[src/rtl/multisim_serializer_pkg.sv]
// Shared definitions for multisim_push_serializer.
//   state_e              : serializer states (IDLE, HEADER, SEND)
//   HDR_*                : bit placement of the header beat fields
//   num_beats(msg, data) : beats needed to carry one message
package multisim_serializer_pkg;

  typedef enum logic [1:0] {
    IDLE   = 2'd0,
    HEADER = 2'd1,
    SEND   = 2'd2
  } state_e;

  localparam int HDR_BEATS_LSB = 0;
  localparam int HDR_SEQ_LSB   = 16;
  localparam int HDR_FIELD_W   = 16;

  function automatic int num_beats(input int msg_w, input int data_w);
    return (msg_w + data_w - 1) / data_w;
  endfunction

endpackage

[src/rtl/multisim_push_serializer.sv]
// multisim_push_serializer: splits one MSG_WIDTH-bit message into
// DATA_WIDTH-bit beats, least-significant beat first.
//
// Ports:
//   clk      : sole clock, rising edge
//   rst      : asynchronous active-high reset
//   in_vld   : message valid
//   in_rdy   : serializer can accept a message (0 while rst=1)
//   in_data  : message payload, sampled on in_vld && in_rdy
//   out_vld  : beat valid (to push client data_vld)
//   out_rdy  : beat accepted (from push client data_rdy)
//   out_data : current beat, 0 whenever out_vld=0
//   busy     : high from message acceptance until the last beat handshakes
//
// Handshake: a transfer happens on a rising edge where vld && rdy. Once
// out_vld rises it stays high, with out_data stable, until that edge.
//
// Macro MULTISIM_SERIALIZER_HEADER_EN: when defined, every message is
// preceded by a header beat {seq[15:0], NUM_BEATS[15:0]}.
module multisim_push_serializer
  import multisim_serializer_pkg::*;
#(
  parameter int MSG_WIDTH  = 256,
  parameter int DATA_WIDTH = 64
) (
  input  logic                  clk,
  input  logic                  rst,
  input  logic                  in_vld,
  output logic                  in_rdy,
  input  logic [MSG_WIDTH-1:0]  in_data,
  output logic                  out_vld,
  input  logic                  out_rdy,
  output logic [DATA_WIDTH-1:0] out_data,
  output logic                  busy
);

  localparam int NUM_BEATS = num_beats(MSG_WIDTH, DATA_WIDTH);
  localparam int CNT_W     = $clog2(NUM_BEATS + 1);
  // The message register is padded to a whole number of beats so the
  // final beat reads zeros above MSG_WIDTH without extra masking.
  localparam int PAD_W     = NUM_BEATS * DATA_WIDTH;

  localparam logic [CNT_W-1:0] LAST_BEAT = CNT_W'(NUM_BEATS - 1);

  localparam logic [1:0] ST_IDLE   = 2'(IDLE);
  localparam logic [1:0] ST_SEND   = 2'(SEND);
`ifdef MULTISIM_SERIALIZER_HEADER_EN
  localparam logic [1:0] ST_HEADER = 2'(HEADER);
`endif

  logic [1:0]            state;
  logic [CNT_W-1:0]      beat_cnt;
  logic [PAD_W-1:0]      msg_q;
  logic [DATA_WIDTH-1:0] beat_data;

  assign beat_data = msg_q[int'(beat_cnt) * DATA_WIDTH +: DATA_WIDTH];

`ifdef MULTISIM_SERIALIZER_HEADER_EN
  logic [HDR_FIELD_W-1:0] seq_q;
  logic [DATA_WIDTH-1:0]  hdr_data;

  if (DATA_WIDTH < 32) begin : g_hdr_width_check
    $error("multisim_push_serializer: header needs DATA_WIDTH >= 32");
  end

  always_comb begin
    hdr_data = '0;
    hdr_data[HDR_BEATS_LSB +: HDR_FIELD_W] = HDR_FIELD_W'(NUM_BEATS);
    hdr_data[HDR_SEQ_LSB +: HDR_FIELD_W]   = seq_q;
  end
`endif

  // Outputs decode straight from state so reset clears them asynchronously.
  always_comb begin
    in_rdy   = !rst && (state == ST_IDLE);
    busy     = (state != ST_IDLE);
    out_vld  = (state == ST_SEND);
    out_data = '0;
    if (state == ST_SEND) out_data = beat_data;
`ifdef MULTISIM_SERIALIZER_HEADER_EN
    if (state == ST_HEADER) begin
      out_vld  = 1'b1;
      out_data = hdr_data;
    end
`endif
  end

  always_ff @(posedge clk or posedge rst) begin
    if (rst) begin
      state    <= ST_IDLE;
      beat_cnt <= '0;
      msg_q    <= '0;
`ifdef MULTISIM_SERIALIZER_HEADER_EN
      seq_q    <= '0;
`endif
    end else begin
      case (state)
        ST_IDLE: begin
          if (in_vld && in_rdy) begin
            msg_q    <= PAD_W'(in_data);
            beat_cnt <= '0;
`ifdef MULTISIM_SERIALIZER_HEADER_EN
            state    <= ST_HEADER;
`else
            state    <= ST_SEND;
`endif
          end
        end
`ifdef MULTISIM_SERIALIZER_HEADER_EN
        ST_HEADER: begin
          if (out_rdy) begin
            seq_q    <= seq_q + 1'b1;
            beat_cnt <= '0;
            state    <= ST_SEND;
          end
        end
`endif
        ST_SEND: begin
          if (out_rdy) begin
            if (beat_cnt == LAST_BEAT) begin
              beat_cnt <= '0;
              state    <= ST_IDLE;
            end else begin
              beat_cnt <= beat_cnt + 1'b1;
            end
          end
        end
        default: state <= ST_IDLE;
      endcase
    end
  end

endmodule

[config.mk]
export PLATFORM = sky130hd
export DESIGN_NAME = multisim_push_serializer
export DESIGN_NICKNAME = d
export VERILOG_FILES = /design/src/rtl/multisim_serializer_pkg.sv /design/src/rtl/multisim_push_serializer.sv
export SDC_FILE = /design/constraint.sdc
export NUM_CORES = 1
export LEC_CHECK = 0
export ABC_CLOCK_PERIOD_IN_PS = 9030
export CAP_MARGIN = 20
export CORE_MARGIN = 5
export CORE_UTILIZATION = 44
export CTS_CLUSTER_DIAMETER = 30
export DETAILED_ROUTE_END_ITERATION = 16
export PLACE_DENSITY = 0.84
export SYNTH_ARGS = -nofsm -noshare
export SYNTH_HDL_FRONTEND = slang
export SYNTH_SLANG_ARGS = --single-unit
[constraint.sdc]
create_clock -name clk -period 9.03 [get_ports clk]
set_clock_uncertainty 0.2 [all_clocks]
set_input_delay 2.2575 -clock clk [delete_from_list [all_inputs] [get_ports clk]]
set_output_delay 2.2575 -clock clk [all_outputs]
set_load 0.005 [all_outputs]
Word level (Yosys, flattened, before mapping)
Index checks and enable logic that the tools add are counted.

Add/subtract/negate cells: 1. Equal/unequal tests: 5. Shift operators: 1. Muxes and demuxes: 9. Reductions and logical operators: 9.

Operator list (count): 256-bit by 10-bit variable part select with 64-bit output (1); 64-bit 2-to-1 mux (1); 3-bit 2-to-1 mux (3); 2-bit 2-to-1 mux (3); 2-bit by 1-bit inequality test with 1-bit output, second input constant (3); 3-bit one-hot mux with 2 select lines (1); 3-bit AND reduction (2); 2-bit one-hot mux with 2 select lines (1); 2-bit nonzero test (2); 3-bit by 1-bit adder with 3-bit output, second input constant (1); 3-bit by 2-bit == test with 1-bit output, second input constant (1); 2-bit == test, second input constant (1); 1-bit logical AND (2); 2-bit logical NOT (1); 2-bit AND reduction (1); 1-bit logical NOT (1).

Bits in registers: 261. Input bits: 260. Output and inout bits: 67.

Longest topological paths before layout
Depth after elaboration: 5. Gate-level depth with buffers: 6. Mapped depth without buffers: 4.

Worst setup path before layout
Ideal clock, no wire load.

Path kind: input to output. From: in rst. To: out in_rdy. Data arrival time: 2.372 ns. Data required time: 6.573 ns. Setup slack: 4.200 ns. Cell stages on the path: 1. Path buffers: 0. Cells stage by stage: nor2_1.

Cells in the longest elaborated chain, start to end: 2.

RTL lines: from (decl) (RTL line multisim_push_serializer.sv:27) `input logic rst,`; 1-bit logical NOT (no source line); 1-bit logical AND (RTL line multisim_push_serializer.sv:75) `in_rdy = !rst && (state == ST_IDLE);`; to (decl) (RTL line multisim_push_serializer.sv:29) `output logic in_rdy,`.

No other way between the ends.

Final worst setup path
Same ends and word-level chain as after synthesis.

==> results.md <==
- Total Nets Final: 1,384
- Largest net degree at the start of global routing: 158
- Die area: 31,520 µm²
- Yosys top cell by area: dfrtp_1
- CP Launch Point: rst
- Max-slew headroom: 28.95%
- Die height: 177.5 µm
- Syn. warnings: 0
- DR iter-0 viols: 362
- Clock sinks: 260
- Post-Synthesis Cells: 785
- PortBufs: 326
- Antenna-violating nets left: 0
- Period Utilization, post-route: between 60 and 70%
- Routed WL: 32.25 mm
- CP Data Required Time: 6.57 ns
- Unrepaired setup endpoints after global routing: false
- Antenna violations before repair: 3
- Number of fill cells: 1,997
- DR WL/cell: roughly 21 µm
- Sequential fraction of the synthesis area: 52.68%
- CTS resizes: 0
- #FFs+latches synth: 260
- H-tree depth: 2
- Netlist cell types: 23
- Share of cells above drive strength 1: 31.85%
- FMAX: 171.0 MHz
- Setup TNS: 0 ns
- GPL Wtd Cong: around 0.77
- Worst Path Max Fanout: 3
- DIE WIDTH: 177.5 µm
- Max_cap viols: 0
- Outcome: completed
- Via count: between 7,000 and 8,000
- Count leader, synth: dfrtp_1
- Crit-path leading delay family: buffers and inverters
- Core area: 27,780 µm²
- Crit. End Element: output pin
- Vias in the first global route: 9,044
- WS Path Type: input pin to output pin
- Synth top area cells: dfrtp_1, mux2_4, mux2i_1
- WP data arrival: 3.39 ns
- Post-synth net total: approximately 1,000
- Synth Cell Area: 12,350 µm²
- Critical path buffers and inverters: 2
- Slew Viols, Final: 0
- Dominant synthesized flop cell: dfrtp_1
- Worst-path clk slew: about 0.04 ns
- Worst reg2reg startpoint: beat_cnt[1]
- Final min period: between 5 and 6 ns
- P&R area growth vs syn: 45.44%
- IO Pins: ~330
- Buffer depth of the longest clock path: 3
- Max IR drop VDD: 0.0002128 V
- Synth cell count leaders: dfrtp_1, mux2_4, mux2i_1
- Placed cell area: between 15,000 and 20,000 µm²
- Clock latency at the later pin of the worst-skew pair: around 0.54 ns
- CTS buffer count: 59
- Fin area: 17,960 µm²
- Pwr Total: between 6 and 7 mW
- Share of the synthesized area in the top cell type: 52.68%
- Vias per cell: 5.120
- CTS Hold Buffers Added: 0
- Post-DP HPWL: 20.95 mm
- Asr flop ratio synth: 100.0%
- CTS tree: done
- Slowest stage delay, CP: between 0.5 and 0.6 ns
- First-pass GRT wire length: 49.94 mm
- Post-Syn Area per Cell: 15.73 µm²
- CTS root buffer: clkbuf_16
- Critical path launch point type: input pin
- TritonRoute pass-1 iters: 4
- Min Hold Slack: ~0.3 ns
- Core Rows: 61
- Initial Util: around 44%
- Max stage delay cell, worst path: clkdlybuf4s50_1
- Critical-path cell list: clkdlybuf4s50_1 > nor2_1 > clkdlybuf4s50_1
- Most used cell along the critical path: clkdlybuf4s50_1
- Leakage power: 8.237 nW
- Final hold vios: 0
- Actual slew at the worst max-slew pin: around 1.1 ns
- Post-synth EDFFs: 0
- Hold path start: msg_q[86]
- Post-CTS setup buffer count: 0
- Worst hold path type: register to register
- Area occupied by multi-input gates: 5424 µm²
- GR Overflow Total: 0
- Setup violators final: 0
- GRT Total Usage: 19.86%
- Drc violations: 0
- Pwr per Cell Area: 385.9 nW/µm²
- Register area: 6510 µm²
==> area by class of cell <==
cell class / count / area share [%]
flip-flops and latches: 260 / 36.24
well taps: 378 / 2.633
repair buffers: 336 / 18.79
clock buffers: 72 / 9.007
diodes: 5 / 0.06966
multi-input cells: 465 / 30.20
inverters: 1 / 0.04179
clock inverters: 37 / 3.016
==> cell families after synthesis <==
family                     Yosys count  synth area share, %
buffers and inverters               60                3.424
DFF                                260                52.68
muxes                              384                39.79
adders and majority gates            1               0.1013
AOI/OAI and AO/OA                   66                3.363
and+or+nand+nor                     14               0.6383
==> where the power goes <==
| part | leakage [nW] | internal (mW) | total, mW | switching [mW] |
|---|---|---|---|---|
| registers | 3.10 | 1.76 | 2.17 | 0.406 |
| clock network | 1.02 | 1.61 | 2.28 | 0.671 |
| logic | 4.12 | 1.61 | 2.49 | 0.877 |
==> per-stage QoR <==
step	worst slack (ns)	util (%)	instances
2_1_floorplan	3.145	-	785
3_3_place_gp	3.176	56.84	1440
3_5_place_dp	3.184	56.84	1440
4_1_cts	3.114	64.61	1549
5_1_grt	3.043	64.64	1552
6_report	3.181	64.66	1554
==> worst paths after layout <==
check / to / slack (ns) / cells after the start
max: in_rdy / 3.18 / 3
min: msg_q[86] / 0.30 / 1
max reg2reg: state[1] / 6.13 / 5
min reg2reg: msg_q[86] / 0.30 / 1
max in group asynchronous: msg_q[241] / 5.23 / 3
min in group asynchronous: msg_q[172] / 2.02 / 2
==> layer usage <==
| metal | up-vias | part of all wire [%] | wire (µm) | track usage [%] |
|---|---|---|---|---|
| li1 | 3591 | - | - | - |
| met1 | 4009 | 42 | 13470 | 25.28 |
| met2 | 279 | 49 | 15890 | 32.80 |
| met3 | 78 | 5.2 | 1666 | 3.813 |
| met4 | 0 | 3.8 | 1220 | 9.314 |
| met5 | - | 0 | 0 | 0 |
==> state kept, by name, indices dropped and copies added, names as in the netlist <==
signal,flops
beat_cnt,3
msg_q,256
state,1
==> placed cells by master (no fill, tap or decap), drive strengths merged <==
cell / n
and2: 1
mux2i: 128
nand2: 3
mux2: 256
and3: 1
bufinv: 12
dfrtp: 260
nor2: 1
a21o: 1
nand3: 4
or3b: 2
clkdlybuf4s50: 326
nor2b: 1
o22ai: 64
o31ai: 1
buf: 10
nand3b: 1
ha: 1
clkinvlp: 13
diode: 5
inv: 2
clkinv: 11
clkbuf: 72
==> worst reg2reg max path, stage by stage, from the launching register on <==
cell     delay (ns)
dfrtp_4        1.06
buf_4          0.76
ha_1           0.33
nor2b_1        0.20
nand2_1        0.07
a21o_1         0.18
Power figures use the tool's default switching activity.
